## config.mk

```make
export PLATFORM = sky130hd
export DESIGN_NAME = rf_wb_arbiter
export DESIGN_NICKNAME = d
export VERILOG_FILES = /design/src/rtl/rf_pkg.sv /design/src/rtl/rf_scoreboard.sv /design/src/rtl/rf_wb_arbiter.sv
export SDC_FILE = /design/constraint.sdc
export NUM_CORES = 1
export LEC_CHECK = 0
export CORE_UTILIZATION = 36
export CTS_BUF_LIST = sky130_fd_sc_hd__clkbuf_8 sky130_fd_sc_hd__clkbuf_16
export DETAILED_ROUTE_END_ITERATION = 10
export PLACE_DENSITY = 0.65
export SYNTH_ARGS = -nofsm -noshare
export SYNTH_HDL_FRONTEND = slang
export SYNTH_HIERARCHICAL = 1
export SYNTH_SLANG_ARGS = --single-unit
```

## constraint.sdc

```tcl
create_clock -name clk -period 2.3 [get_ports clk]
set_input_delay 0.345 -clock clk [delete_from_list [all_inputs] [get_ports clk]]
set_output_delay 0.345 -clock clk [all_outputs]
set_load 0.02 [all_outputs]
```

## src/rtl/rf_pkg.sv

```systemverilog
// Shared register-file types for the writeback path.
package rf_pkg;

    localparam int unsigned XLEN = 32;
    localparam int unsigned NREG = 32;
    localparam int unsigned AW   = $clog2(NREG);

    typedef logic [AW-1:0]   reg_addr_t;
    typedef logic [XLEN-1:0] xlen_t;

    typedef struct packed {
        logic      valid;
        reg_addr_t rd;
        xlen_t     data;
    } wb_req_t;

    typedef enum logic {
        PRIO_WB0 = 1'b0,
        PRIO_WB1 = 1'b1
    } prio_e;

endpackage

```

## src/rtl/rf_scoreboard.sv

```systemverilog
// Pending-write scoreboard for long-latency destinations, with hazard lookups
// and a sticky flag for LSU writes to registers that were never marked pending.
module rf_scoreboard
    import rf_pkg::*;
(
    input  logic      clk,
    input  logic      rst_n,
    input  logic      set_en,
    input  reg_addr_t set_rd,
    input  logic      clr_en,
    input  reg_addr_t clr_rd,
    input  reg_addr_t chk_rs1,
    input  reg_addr_t chk_rs2,
    input  reg_addr_t chk_rd,
    output logic      rs1_busy,
    output logic      rs2_busy,
    output logic      rd_busy,
    output logic      sb_err
);

    logic [NREG-1:0] sb_q;
    logic [NREG-1:0] sb_d;

    // Set is applied after clear so a newly issued op stays outstanding.
    always_comb begin
        sb_d = sb_q;
        if (clr_en) sb_d[clr_rd] = 1'b0;
        if (set_en) sb_d[set_rd] = 1'b1;
        sb_d[0] = 1'b0;
    end

    always_ff @(posedge clk or negedge rst_n) begin
        if (!rst_n) begin
            sb_q   <= '0;
            sb_err <= 1'b0;
        end else begin
            sb_q <= sb_d;
            if (clr_en && (clr_rd != '0) && !sb_q[clr_rd]) sb_err <= 1'b1;
        end
    end

    assign rs1_busy = sb_q[chk_rs1];
    assign rs2_busy = sb_q[chk_rs2];
    assign rd_busy  = sb_q[chk_rd];

endmodule

```

## src/rtl/rf_wb_arbiter.sv

```systemverilog
// Round-robin arbitration of ALU and LSU writebacks onto the single
// register-file write port, with a registered write stage.
module rf_wb_arbiter
    import rf_pkg::*;
(
    input  logic      clk,
    input  logic      rst_n,
    input  logic      wb0_valid,
    input  reg_addr_t wb0_rd,
    input  xlen_t     wb0_data,
    output logic      wb0_ready,
    input  logic      wb1_valid,
    input  reg_addr_t wb1_rd,
    input  xlen_t     wb1_data,
    output logic      wb1_ready,
    input  logic      sb_set,
    input  reg_addr_t sb_set_rd,
    input  reg_addr_t chk_rs1,
    input  reg_addr_t chk_rs2,
    input  reg_addr_t chk_rd,
    output logic      rs1_busy,
    output logic      rs2_busy,
    output logic      rd_busy,
    output logic      rf_en,
    output reg_addr_t rf_rd,
    output xlen_t     rf_wdata,
    output logic      sb_err
);

    wb_req_t req0, req1, win;
    prio_e   prio_q, prio_d;
    logic    grant0, grant1;

    always_comb begin
        req0   = '{valid: wb0_valid, rd: wb0_rd, data: wb0_data};
        req1   = '{valid: wb1_valid, rd: wb1_rd, data: wb1_data};
        grant0 = req0.valid && (!req1.valid || (prio_q == PRIO_WB0));
        grant1 = req1.valid && (!req0.valid || (prio_q == PRIO_WB1));
        // Priority only moves on contention, and always towards the loser.
        prio_d = prio_q;
        if (req0.valid && req1.valid) prio_d = grant0 ? PRIO_WB1 : PRIO_WB0;
        win       = grant1 ? req1 : req0;
        win.valid = grant0 || grant1;
    end

    assign wb0_ready = grant0;
    assign wb1_ready = grant1;

    always_ff @(posedge clk or negedge rst_n) begin
        if (!rst_n) prio_q <= PRIO_WB0;
        else        prio_q <= prio_d;
    end

    always_ff @(posedge clk or negedge rst_n) begin
        if (!rst_n) begin
            rf_en    <= 1'b0;
            rf_rd    <= '0;
            rf_wdata <= '0;
        end else begin
            rf_en <= win.valid && (win.rd != '0);
            if (win.valid) begin
                rf_rd    <= win.rd;
                rf_wdata <= win.data;
            end
        end
    end

    rf_scoreboard u_sb (
        .clk      (clk),
        .rst_n    (rst_n),
        .set_en   (sb_set),
        .set_rd   (sb_set_rd),
        .clr_en   (grant1),
        .clr_rd   (wb1_rd),
        .chk_rs1  (chk_rs1),
        .chk_rs2  (chk_rs2),
        .chk_rd   (chk_rd),
        .rs1_busy (rs1_busy),
        .rs2_busy (rs2_busy),
        .rd_busy  (rd_busy),
        .sb_err   (sb_err)
    );

endmodule

```

==> results of run 1 <==
[power by group through the flow]
stage	clock network, mW	logic [mW]	registers, mW
global placement	0	2.25	1.92
global route	1.37	2.51	1.97
floorplan	0	1.07	2.00
CTS	1.31	2.33	1.92
detailed placement	0	2.30	1.93
finish	1.29	2.33	1.94
[routing by layer]
metal	wire length, um	up-vias
met4	567	0
li1	-	1971
met3	1370	50
met1	5820	2158
met5	0	-
met2	7080	227
[cells by family after synthesis]
group                  after synthesis
multiplexers                        81
AO/OA/AOI/OAI                      154
XOR/XNOR                             1
AND/OR/NAND/NOR                     47
flip-flops                          71
buffers and inverters               68
[per-stage QoR]
step           total power, mW  utilization, %  cell area, um2  cells  worst slack [ns]
2_1_floorplan             3.06               -            4570    422             0.104
5_1_grt                   5.84            55.2            6740    770            -0.215
3_3_place_gp              4.17            52.6            6420    752            -0.814
4_1_cts                   5.57            55.1            6730    769            -0.195
6_report                  5.57            55.2            6740    770            -0.186
3_5_place_dp              4.23            52.6            6420    752            -0.856
[what timing repair did]
item | CTS | global route
gates cloned | 0 | 0
setup endpoints to repair | 3 | 3
pin swaps | 0 | 0
resized for setup | 34 | 3
endpoints found under the hold margin | 0 | 0
setup buffers | 1 | 1
[worst paths after layout]
check,to,cells after the start
hold / removal,rf_wdata[27],2
max in group asynchronous,u_sb/sb_q[4],2
setup / recovery,rd_busy,4
min in group clk,u_sb/sb_err,1
hold reg to reg,u_sb/sb_err,1
setup reg to reg,u_sb/sb_q[20],6
[critical path: stages, from the launching register on]
cell,delay (ns)
sky130_fd_sc_hd__dfrtp_1,0.43
sky130_fd_sc_hd__mux4_2,0.49
sky130_fd_sc_hd__mux4_2,0.48
sky130_fd_sc_hd__mux2_4,0.28
sky130_fd_sc_hd__buf_6,0.13
[Yosys cell counts (9+ instances only)]
master and number:
sky130_fd_sc_hd__dfrtp_1 71, sky130_fd_sc_hd__o21ai_0 65, sky130_fd_sc_hd__mux2_2 41, sky130_fd_sc_hd__inv_1 37
sky130_fd_sc_hd__a31oi_1 33, sky130_fd_sc_hd__mux4_2 30, sky130_fd_sc_hd__o22ai_1 30, sky130_fd_sc_hd__nor2_1 15
sky130_fd_sc_hd__buf_2 13, sky130_fd_sc_hd__nand3b_1 11, sky130_fd_sc_hd__mux2i_1 10, sky130_fd_sc_hd__o22ai_2 10
sky130_fd_sc_hd__a21oi_1 9, sky130_fd_sc_hd__clkbuf_1 9
[state kept, by name (all words and copies together) (netlist names)]
register	count
u_sb/sb_err	1
rf_en	1
u_sb/sb_q	31
rf_wdata	32
rf_rd	5
prio_q	1
[cells in the final DEF (no fill, tap or decap), types with 2 or more instances in the layout]
master / n
sky130_fd_sc_hd__o22ai_1: 30
sky130_fd_sc_hd__nand2_1: 6
sky130_fd_sc_hd__nand3_1: 4
sky130_fd_sc_hd__clkdlybuf4s50_1: 131
sky130_fd_sc_hd__a31oi_1: 33
sky130_fd_sc_hd__mux4_2: 30
sky130_fd_sc_hd__dfrtp_2: 7
sky130_fd_sc_hd__mux2_4: 3
sky130_fd_sc_hd__or3_1: 2
sky130_fd_sc_hd__dfrtp_1: 64
sky130_fd_sc_hd__clkbuf_8: 2
sky130_fd_sc_hd__clkinv_2: 2
sky130_fd_sc_hd__nand3b_1: 11
sky130_fd_sc_hd__buf_2: 2
sky130_fd_sc_hd__nor2_1: 15
sky130_fd_sc_hd__o22ai_2: 10
sky130_fd_sc_hd__a21oi_1: 9
sky130_fd_sc_hd__nor3_1: 2
sky130_fd_sc_hd__buf_6: 6
sky130_fd_sc_hd__buf_4: 47
sky130_fd_sc_hd__clkbuf_16: 9
sky130_fd_sc_hd__o21ai_0: 65
sky130_fd_sc_hd__inv_1: 39
sky130_fd_sc_hd__mux2_2: 38
sky130_fd_sc_hd__or3b_2: 6
sky130_fd_sc_hd__buf_12: 3
sky130_fd_sc_hd__dlygate4sd2_1: 6
sky130_fd_sc_hd__mux2i_1: 10
[final cells by class]
type,instances,share of cell area [%]
Multi-Input combinational cell,283,36.7
Timing Repair Buffer,195,27.5
Sequential cell,71,26.5
Clock buffer,11,3.75
Tap cell,168,3.12
Inverter,37,2.06
Clock inverter,5,0.371
==> results by stage, run 1 <==
Cells and area:
- 0 antenna diodes ended up in the layout.
- The area taken by flip-flops and latches is between 1500 and 2000 um2.
- The share of cells above drive strength 1 is around 28%.
- Fill cells in the final layout number approximately 1100.
- Relative to the synthesized area, the layout overhead comes to 47.6%.
- For this run, the post-layout net count is 696.
- The area used by multi-input combinational logic is roughly 2500 um2.

Logic synthesis:
- The fraction of the yosys area taken by sequential cells is 38.9%.
- After synthesis, the share of flip-flops with an asynchronous set or reset is 100%.
- The number of nets in the synthesized netlist is approximately 520.
- The synthesized-area fraction occupied by adder cells is 0%.
- The library cell occupying the most area in the post-synthesis netlist is sky130_fd_sc_hd__dfrtp_1.
- Counting flops with a built-in enable in the synthesized netlist gives 0.
- Of the total synthesized cell area, the portion taken by AND, OR, NAND and NOR gates is approximately 5.8%.
- The cell area that synthesis handed to floorplanning was about 4600 um2.
- The share of Yosys cell area claimed by the top area cell type is about 39%.
- The combinational family with the most area after synthesis is multiplexers.
- The number of storage elements in the synthesis netlist is 71.
- Ranked by total cell area, the synthesized netlist is headed by sky130_fd_sc_hd__dfrtp_1 39%, sky130_fd_sc_hd__mux4_2 15%, sky130_fd_sc_hd__mux2_2 10%.
- The distinct cell type count after synthesis is 31.
- The number of warnings printed during yosys synthesis is 6.
- The number of cells produced by synthesis is approximately 420.
- The most used flip-flop cell after synthesis is sky130_fd_sc_hd__dfrtp_1.
- The xor/xnor cell area share of the yosys netlist is 0.192%.
- The mux cell area share after synthesis is a little over a quarter.
- The synthesized netlist devotes 20.9% of its cell area to compound gates.
- A synthesized cell averages between 10 and 15 um2.

Timing:
- The worst path setup slack after routing is -0.186 ns.
- The worst path uses 108% of the clock period.
- The worst-case headroom to the max-slew limit is 65.7%.
- The worst-case clock skew is a little under 0.007 ns.
- Hold is met by ~0.025 ns.
- The top achievable clock speed is slightly above 400 MHz.
- The number of pins exceeding their max-slew limit in the final report is 0.
- The routed design could run at a clock period as short as between 2 and 2.5 ns.
- Setup repair after global routing could not meet its margin everywhere.
- The setup-violating endpoint count in the final report is 3.
- The total negative slack for setup checks is -0.548 ns.
- The actual slew at the worst max-slew pin is a little over 0.5 ns.
- The number of hold violations in the final report is 0.

GRT:
- The pin count of the biggest net entering global routing is a little over 70.
- The global router's overall resource usage is between 20% and 30%.
- The met1 demand-to-capacity share in global routing is between 20 and 30%.
- The aggregate global routing overflow is 0.
- The number of global-route vias before repair is 4510.
- The number of antenna violations at the first check in global routing came to 0.
- Global routing used 6.09% of the available met3 tracks.
- The first global-routing pass estimated 23500 um of wire.
- The met2 global-route usage is between 30% and 40%.
- The most used routing layer is met2.

Clocking:
- The clock sink count is 71.
- The cell at the root of the clock tree is sky130_fd_sc_hd__clkbuf_16.
- For the worst-skew pair, the clock arrives at the later sink with an insertion delay of about 0.33 ns.
- TritonCTS built the clock tree.
- CTS built an H-tree with a depth of 3.
- The clock transition at the registers of the reported paths is approximately 0.06 ns.
- The buffer depth of the longest clock path is 2.
- Clock tree synthesis inserted a total of 9 buffers.
- The number of hold buffers added after cts is 0.

Run status:
- The run finished, with violations left.
- The final reports fail on setup timing.

Power and ir drop:
- Net switching is roughly a third of the power.
- The cell area power density is ~830 nW/um2.
- The largest voltage drop on the vdd net is 0.000432 V.
- Of the total power, registers draw approximately a third.
- The internal power of the cells totals ~3.7 mW.
- The clock group share of total power is between 20 and 25%.
- In this run the power spent charging and discharging nets is 1.91 mW.
- The analysis attributes to cell leakage a power of between 2 and 3 nW.
- In this run, the combinational gates consume 41.9% of the power.

Drt:
- Once detail routing completed, the nets flagged for antenna violations numbered 0.
- The count of vias placed by the detailed router is 4406.
- The post-route DRC violation count is 0.
- Before antenna repair, the detailed router went through 5 iterations.
- The number of design-rule violations left by the first detailed-router iteration is between 200 and 250.
- Using the TritonRoute via totals, the vias-per-cell ratio works out to approximately 5.7.
- The routed wire length per instance is a little under 20 um.
- The total detailed-routing wirelength is 14800 um.

Placed design:
- Routability-driven placement finished with a final weighted congestion of between 0.9 and 1.
- Port buffering added around 140 buffers.
- Once detailed placement completed, the half-perimeter wirelength came to about 11000 um.

Worst setup path:
- The maximum fanout along the worst path is 4.
- In this run the critical register-to-register path is launched from prio_q.
- The nature of the critical path startpoint is a flip-flop.
- For flop-to-flop paths, the worst setup slack is about 0.56 ns.
- STA classifies the critical path endpoint as an output pin.
- In this run the worst setup path begins at u_sb/sb_q[27].
- The class of the most critical setup path is reg2out.
- The arrival time of the worst setup path is approximately 2.1 ns.
- The data required time of the critical path is 1.96 ns.

Die:
- The die is roughly 110 um wide.
- In this run the vertical extent of the chip is 115 um.
- The row count is 40.
- The initial utilization of the core area, before any placement, comes to approximately 37%.
- The region available for standard cell placement spans 12200 um2.
- The area of the die is about 13000 um2.
- During I/O placement, the number of pins put on the boundary was ~140.

Flow run:
- The total of max-cap violations is 0.

Min path:
- The worst min-delay path category is in2async.
No activity file was read; power rests on OpenSTA's default activity.
==> inputs of run 2 (changes only) <==
CELL_PAD_IN_SITES_DETAIL_PLACEMENT = 1   (was unset)
CELL_PAD_IN_SITES_GLOBAL_PLACEMENT = 2   (was unset)
CORE_UTILIZATION = 29   (was 36)
PLACE_DENSITY = 0.82   (was 0.65)
==> run 2 against run 1 <==
  * The flow still finishes with violations (setup timing)
  * Critical path depth stayed put
  * Sequential cell count did not move
  * Sequential share of layout area decreased by 0.34 points
  * Register-to-register slack lost 0.21 ns
  * Critical endpoint is now rs2_busy
  * Largest power group unchanged
  * Highest routed layer unchanged
==> results by stage, run 2 (synthesis results as in run 1) <==
Cells and area:
- Once layout is done, the placed cells without fillers occupy roughly 6800 um2.
- The repair_antennas step left the layout with diodes totalling 0.
- The most common library cell in the layout ignoring fill and taps is sky130_fd_sc_hd__clkdlybuf4s50_1.
- The layout-stage area growth over the synthesis result is 49.6%.
- The layout filler cell count is 1720.
- Counting flops per register, the top entry is rf_wdata.
- The top cell types in the final layout, fill and taps aside, are 130 x sky130_fd_sc_hd__clkdlybuf4s50_1, 65 x sky130_fd_sc_hd__o21ai_0, 63 x sky130_fd_sc_hd__dfrtp_1.
- The number of flip-flops under the largest register name is 32.
- In the final layout, the registers with the most flip-flops are rf_wdata: 32 flops, u_sb/sb_q: 31 flops, rf_rd: 5 flops.
- In the final layout, the share of cells above drive strength 1 is ~28%.
- The post-layout net count is between 600 and 700.
- Excluding fillers, the count of instances in the completed layout stands at slightly above 800.

Run status:
- The flow ran to the end, but the final reports show violations.
- The final reports fail on setup timing.

Clocking:
- The clock tree from TritonCTS is done.
- The H-tree depth reported by CTS is 3.
- CTS saw between 70 and 80 sinks.
- The clock transition at the registers of the reported paths is about 0.06 ns.
- The longest clock path from root to sink contains 2 buffers.
- The total clock buffers created by CTS is 9.
- The clock insertion delay at the later pin of the skew report is about 0.35 ns.
- The cell at the root of the clock tree is sky130_fd_sc_hd__clkbuf_16.

Timing:
- For the pin with the worst max-slew slack, the measured transition is 0.841 ns.
- The number of pins exceeding their max-slew limit in the final report is 0.
- The final critical path takes up 110% of the cycle.
- Based on the critical path, the design can be clocked at up to approximately 400 MHz.
- Hold timing on the final database bottoms out at a slack of approximately 0.38 ns.
- After routing, the total negative slack on setup checks comes to -0.641 ns.
- Setup slack on the critical path of the routed design comes to -0.227 ns.
- The worst-case headroom to the max-slew limit is a little over two fifths.
- The post-layout minimum cycle time is ~2.5 ns.
- Across the routed clock network, the largest skew measured is between 0.004 and 0.005 ns.
- The number of hold violations in the final report came to 0.
- Setup repair after global routing could not meet its margin everywhere.
- The setup-violating endpoint count in the final report is 3.

Die:
- The floorplan has 45 rows.
- Measured along the x axis, the die boundary spans 128 um.
- For this configuration, the core starts out at a cell density of between 20% and 30%.
- The boundary pin count is 143.
- The area of the die is approximately 16000 um2.
- The overall die height is about 130 um.
- The total area inside the core boundary comes to roughly 15000 um2.

Worst setup path:
- The data required time of the critical path is around 2.0 ns.
- The number of buffers and inverters on the critical path is 1.
- The arrival time of the worst setup path is between 2 and 2.5 ns.
- The most used cell along the critical path is sky130_fd_sc_hd__mux4_2.
- The standard cell with the maximum stage delay on the critical path is sky130_fd_sc_hd__mux4_2.
- The critical path goes through mux4_2 > mux4_2 > mux2_4 > buf_6.
- The delay of the slowest cell on the worst path is roughly 0.50 ns.
- The worst setup path is captured at an output pin.
- The maximum fanout along the worst path is 4.
- STA classifies the critical path startpoint as a flip-flop.
- The class of the most critical setup path is reg2out.
- On the critical path the largest part of the delay comes from multiplexers.

Drt:
- The count of vias placed by the detailed router is 4389.
- The post-route DRC violation count is 0.
- After detailed routing, the average wire length per cell comes to 21.1 um.
- The number of design-rule violations left by the first detailed-router iteration is approximately 170.
- Using the TritonRoute via totals, the vias-per-cell ratio works out to between 5 and 6.
- The total iterations of the first detailed-routing run is 4.
- The count of nets left with antenna violations once routing finished came out at 0.
- After detailed routing, the total wire length is around 17000 um.

GRT:
- Global routing used between 20 and 25% of the available tracks across all layers.
- The first global-routing pass estimated 26900 um of wire.
- The met3 usage in global routing is under 10%.
- The pin count of the biggest net entering global routing is slightly above 70.
- The number of antenna violations at the first check in global routing is 0.
- The met1 demand-to-capacity share in global routing is between 20% and 30%.
- The most used routing layer is met2.
- For met2 alone, demand over resource in global routing was a little under two fifths.
- The number of global-route vias before repair was between 4000 and 5000.
- The aggregate global routing overflow is 0.

Placed design:
- Including well taps, the total number of placed cells is around 800.
- The HPWL reported at the end of detailed placement is 12400 um.
- In this run the cell area measured after placement is between 6000 and 7000 um2.
- Timing analysis after detailed placement gives a worst setup slack of -0.845 ns.
- The count of port buffers added during placement is 142.
- The weighted congestion at the end of routability-driven global placement is roughly 0.91.

Power and ir drop:
- VDD sags by at most about 0.00037 V.
- Dividing total power by cell area gives a power density of 830 nW/um2.
- For this design the static power due to leakage is roughly 2.8 nW.

Flow run:
- The tool flagged a number of max-cap violations equal to 0.

Min path:
- In this run the worst hold path is classified as in2reg.
==> run 2: final cells by class <==
cell class,instances,area [um2],area share [%]
Multi-Input combinational cell,283,2470,36.2
Clock inverter,3,11.3,0.165
Clock buffer,12,267,3.90
Sequential cell,71,1790,26.1
Tap cell,211,264,3.86
Inverter,37,139,2.03
Timing Repair Buffer,198,1900,27.7
==> run 2: power breakdown <==
group,switching [mW],total [mW],internal [mW]
sequential,0.379,1.96,1.58
clock,0.543,1.34,0.801
combinational,1.07,2.36,1.29
==> run 2: layer usage <==
layer | vias up | wire [um]
li1 | 1975 | -
met4 | 0 | 599
met5 | - | 0
met3 | 48 | 1430
met2 | 190 | 8460
met1 | 2176 | 6700
==> run 2: what timing repair did <==
item / CTS / global route
gates cloned: 2 / 0
gates resized for setup: 37 / 4
buffers inserted: 0 / 2
hold buffers: 1 / 0
pin swaps: 0 / 0
setup endpoints to repair: 3 / 3
hold endpoints to repair: 10 / 0
==> run 2: final timing paths <==
kind,to,slack [ns],startpoint,cells past startpoint
max,rs2_busy,-0.23,u_sb/sb_q[27],4
min,rf_rd[0],0.38,wb0_valid,3
max reg2reg,u_sb/sb_q[7],0.35,prio_q,6
min reg2reg,u_sb/sb_err,0.56,u_sb/sb_err,1
max in group asynchronous,u_sb/sb_q[31],1.22,rst_n,3
min in group asynchronous,rf_wdata[14],0.42,rst_n,2
==> run 2: tightest hold or removal path, delay by kind of cell <==
kind,cells,cell delay [ns]
AND/OR/NAND/NOR,1,0.05
buffers and inverters,1,0.17
AO/OA/AOI/OAI,1,0.13
==> run 2: metrics by stage <==
step | util [%] | power, mW
final | 44.6 | 5.67
after global routing | 44.6 | 5.95
after CTS | 44.5 | 5.70
after detailed placement | 42.3 | 4.29
after global placement | 42.3 | 4.19
after floorplan | - | 3.06
==> inputs of run 3 (changes only) <==
--- a/constraint.sdc
+++ b/constraint.sdc
@@ -3,2 +3,2 @@
 set_output_delay 0.345 -clock clk [all_outputs]
-set_load 0.02 [all_outputs]
+set_load 0.05 [all_outputs]
==> run 3 against run 2 <==
  * The flow still finishes with violations (setup timing)
  * Routed wire length grew 0.69%
  * Combinational power increased by 12%
  * Critical path type unchanged
  * Die area is the same
  * Sequential share of layout area grew 0.43 points
  * Largest power group unchanged
  * Cell count shrank 2.8%
  * Critical endpoint is now rd_busy
  * Via count decreased by 0.62%
  * Largest cell class unchanged
  * Utilization is 0.54 points lower
  * Clock power grew 14%
==> results by stage, run 3 (synthesis results as in run 1) <==
Placed design:
- At the placement stage, the worst setup path has a slack of -0.488 ns.
- Summed over all nets, the half-perimeter wirelength after detailed placement is ~12000 um.
- The count of port buffers added during placement is approximately 140.
- At the end of routability-driven placement, the weighted congestion stood at 0.922.

GRT:
- Entering global routing, the biggest net connects 73 pins.
- The first-pass GRT wire length is ~28000 um.
- The number of global-route vias before repair is about 5000.
- The number of antenna violations at the first check in global routing is 2.
- The aggregate global routing overflow is 0.
- The global router's overall resource usage is 22.5%.

Worst setup path:
- For the worst setup path, the data required time is 1.96 ns.
- The nature of the critical path startpoint is a flip-flop.
- The class of the most critical setup path is reg2out.
- The endpoint of the lowest-slack register-to-register path is rf_wdata[31].
- The startpoint identified for the worst register-to-register timing path is prio_q.
- The worst register-to-register path has a setup slack of roughly 0.60 ns.
- The source of the critical timing path is u_sb/sb_q[30].
- STA classifies the critical path endpoint as an output pin.
- The arrival time of the worst setup path is around 2.2 ns.
- The number of cells on the worst reg-to-reg path is 5.
- In this run the worst path has a maximum fanout of 5.
- The end point of the critical path is rd_busy.

Timing:
- The number of pins exceeding their max-slew limit in the final report is 0.
- Headroom to the max-slew limit came out at a little over three fifths.
- Setup slack on the critical path of the routed design comes to -0.280 ns.
- The setup-violating endpoint count in the final report is 3.
- At the pin with the least slew margin, the transition time is approximately 0.55 ns.
- The post-layout minimum cycle time is between 2 and 3 ns.
- Setup repair after global routing could not meet its margin everywhere.
- The number of hold violations in the final report is 0.
- Timing would allow up to 388 MHz.
- The portion of the clock cycle consumed by the worst path in the final layout is 112%.
- For the final database, setup skew stands at ~0.0074 ns.

Power and ir drop:
- The design draws a little over 6 mW.
- In this run switching power makes up approximately two fifths of total power.
- The cell area power density is approximately 900 nW/um2.
- Combinational logic burns ~43% of the power.
- The largest voltage drop on the vdd net is between 0.0004 and 0.0005 V.
- Registers are responsible for between 30 and 40% of the overall power.
- Internal power comes to approximately 3.7 mW.
- The clock group share of total power is between 20% and 30%.
- In this run the static leakage power is approximately 2.7 nW.
- The reported net switching power is 2.47 mW.

Min path:
- The worst hold path belongs to the class in2async.

Clocking:
- The clock net in this run drives a total of 71 sinks.
- The cell at the root of the clock tree is sky130_fd_sc_hd__clkbuf_16.
- The clock insertion delay at the later pin of the skew report is 0.34 ns.
- The clock transition at the registers of the reported paths is about 0.060 ns.
- Counting along the longest clock path gives a buffer depth of 2.
- TritonCTS built the clock tree.
- In this run, CTS created clock tree buffers numbering 9.
- CTS built an H-tree with a depth of 3.

Drt:
- After detailed routing, the number of vias per cell comes to 5.51.
- The count of nets left with antenna violations once routing finished came out at 0.
- The routed design has roughly 17000 um of wire.
- The post-route DRC violation count is 0.
- After detailed routing, the average wire length per cell comes to 21.9 um.
- The routed layout has ~4400 vias.
- The first routing iteration left about 140 violations.
- The total iterations of the first detailed-routing run is 4.

Cells and area:
- The number of flip-flops under the largest register name is 32.
- The number of inserted diodes is 0.
- In the layout the commonest cells are 128 x sky130_fd_sc_hd__clkdlybuf4s50_1, 65 x sky130_fd_sc_hd__o21ai_0, 57 x sky130_fd_sc_hd__dfrtp_1.
- The share of cells above drive strength 1 is ~28%.
- The register with the most flip-flops in the final layout is rf_wdata.
- The layout has around 1700 filler cells.
- The layout-stage area growth over the synthesis result is 47.8%.
- The area taken by flip-flops and latches is about 1800 um2.
- The largest registers in the layout are rf_wdata: 32 flops, u_sb/sb_q: 31 flops, rf_rd: 5 flops.
- The most common library cell in the layout ignoring fill and taps is sky130_fd_sc_hd__clkdlybuf4s50_1.
- The area used by multi-input combinational logic is between 2000 and 2500 um2.
- The post-layout net count is slightly below 700.

Die:
- The overall die height is around 130 um.
- The floorplan step defined a core boundary enclosing around 15000 um2.
- The area of the die is between 15000 and 20000 um2.
- The floorplan die width is 128 um.
- The row count is 45.
- The initial cell density of the core is approximately 30%.
- The boundary pin count is about 140.

Run status:
- The run finished, with violations left.
- The checks that failed: setup timing.

Flow run:
- The total of max-cap violations is 0.
==> run 3: cell count changes in the layout (fill, tap and decap cells not counted), moves of 4 or more <==
cell                      change
sky130_fd_sc_hd__buf_6        -4
sky130_fd_sc_hd__buf_4       -22
sky130_fd_sc_hd__dfrtp_2      +6
sky130_fd_sc_hd__dfrtp_1      -6
==> run 3: routing by layer <==
metal / global-route usage, % / up-vias / part of all wire, %
li1: - / 1929 / -
met1: 26.7 / 2218 / 39
met2: 38.2 / 173 / 50
met3: 6.28 / 42 / 8.6
met4: 9.73 / 0 / 3.1
met5: 0 / - / 0
==> run 3: power groups by stage <==
stage | clock network (mW) | logic [mW] | registers (mW)
2_1_floorplan | 0 | 1.13 | 2.37
4_1_cts | 1.56 | 2.66 | 2.01
6_report | 1.53 | 2.64 | 2.01
5_1_grt | 1.61 | 2.82 | 2.05
3_3_place_gp | 0 | 2.54 | 1.97
3_5_place_dp | 0 | 2.60 | 2.01
==> run 3: worst max-delay path, stage by stage, from the launching register on <==
cell and delay (ns):
sky130_fd_sc_hd__dfrtp_1 0.48, sky130_fd_sc_hd__mux4_2 0.49, sky130_fd_sc_hd__mux4_2 0.49, sky130_fd_sc_hd__mux2_4 0.28, sky130_fd_sc_hd__buf_8 0.15
==> run 3: worst min path at each step <==
stage | cells after the start | endpoint
floorplan | 0 | prio_q
detailed placement | 1 | rf_wdata[17]
global placement | 1 | rf_wdata[17]
CTS | 2 | rf_wdata[17]
global route | 2 | rf_wdata[17]
finish | 2 | rf_wdata[17]
==> run 3: cell type report <==
cell class | instances | share of cell area [%]
Clock buffer | 9 | 3.34
Clock inverter | 7 | 1.45
Inverter | 37 | 2.06
Multi-Input combinational cell | 283 | 36.7
Sequential cell | 71 | 26.6
Tap cell | 211 | 3.91
Timing Repair Buffer | 174 | 26.0
==> run 3: per-stage QoR <==
stage | cells | utilization [%] | hold WS, ns | TNS [ns] | cell area, um2
global route | 792 | 44.1 | 0.498 | -0.911 | 6750
global placement | 774 | 41.4 | 0.303 | -1.37 | 6340
finish | 792 | 44.1 | 0.463 | -0.811 | 6750
CTS | 792 | 44.1 | 0.474 | -0.768 | 6750
detailed placement | 774 | 41.4 | 0.304 | -1.44 | 6340
floorplan | 422 | - | 0.0494 | 0 | 4570
==> run 3: repair_timing <==
| item | CTS | global route |
|---|---|---|
| endpoints found under the setup margin | 3 | 3 |
| hold endpoints to repair | 29 | 0 |
| setup buffers | 0 | 0 |
| hold buffers | 1 | 0 |
| gates resized for setup | 29 | 1 |
| cloned | 1 | 0 |
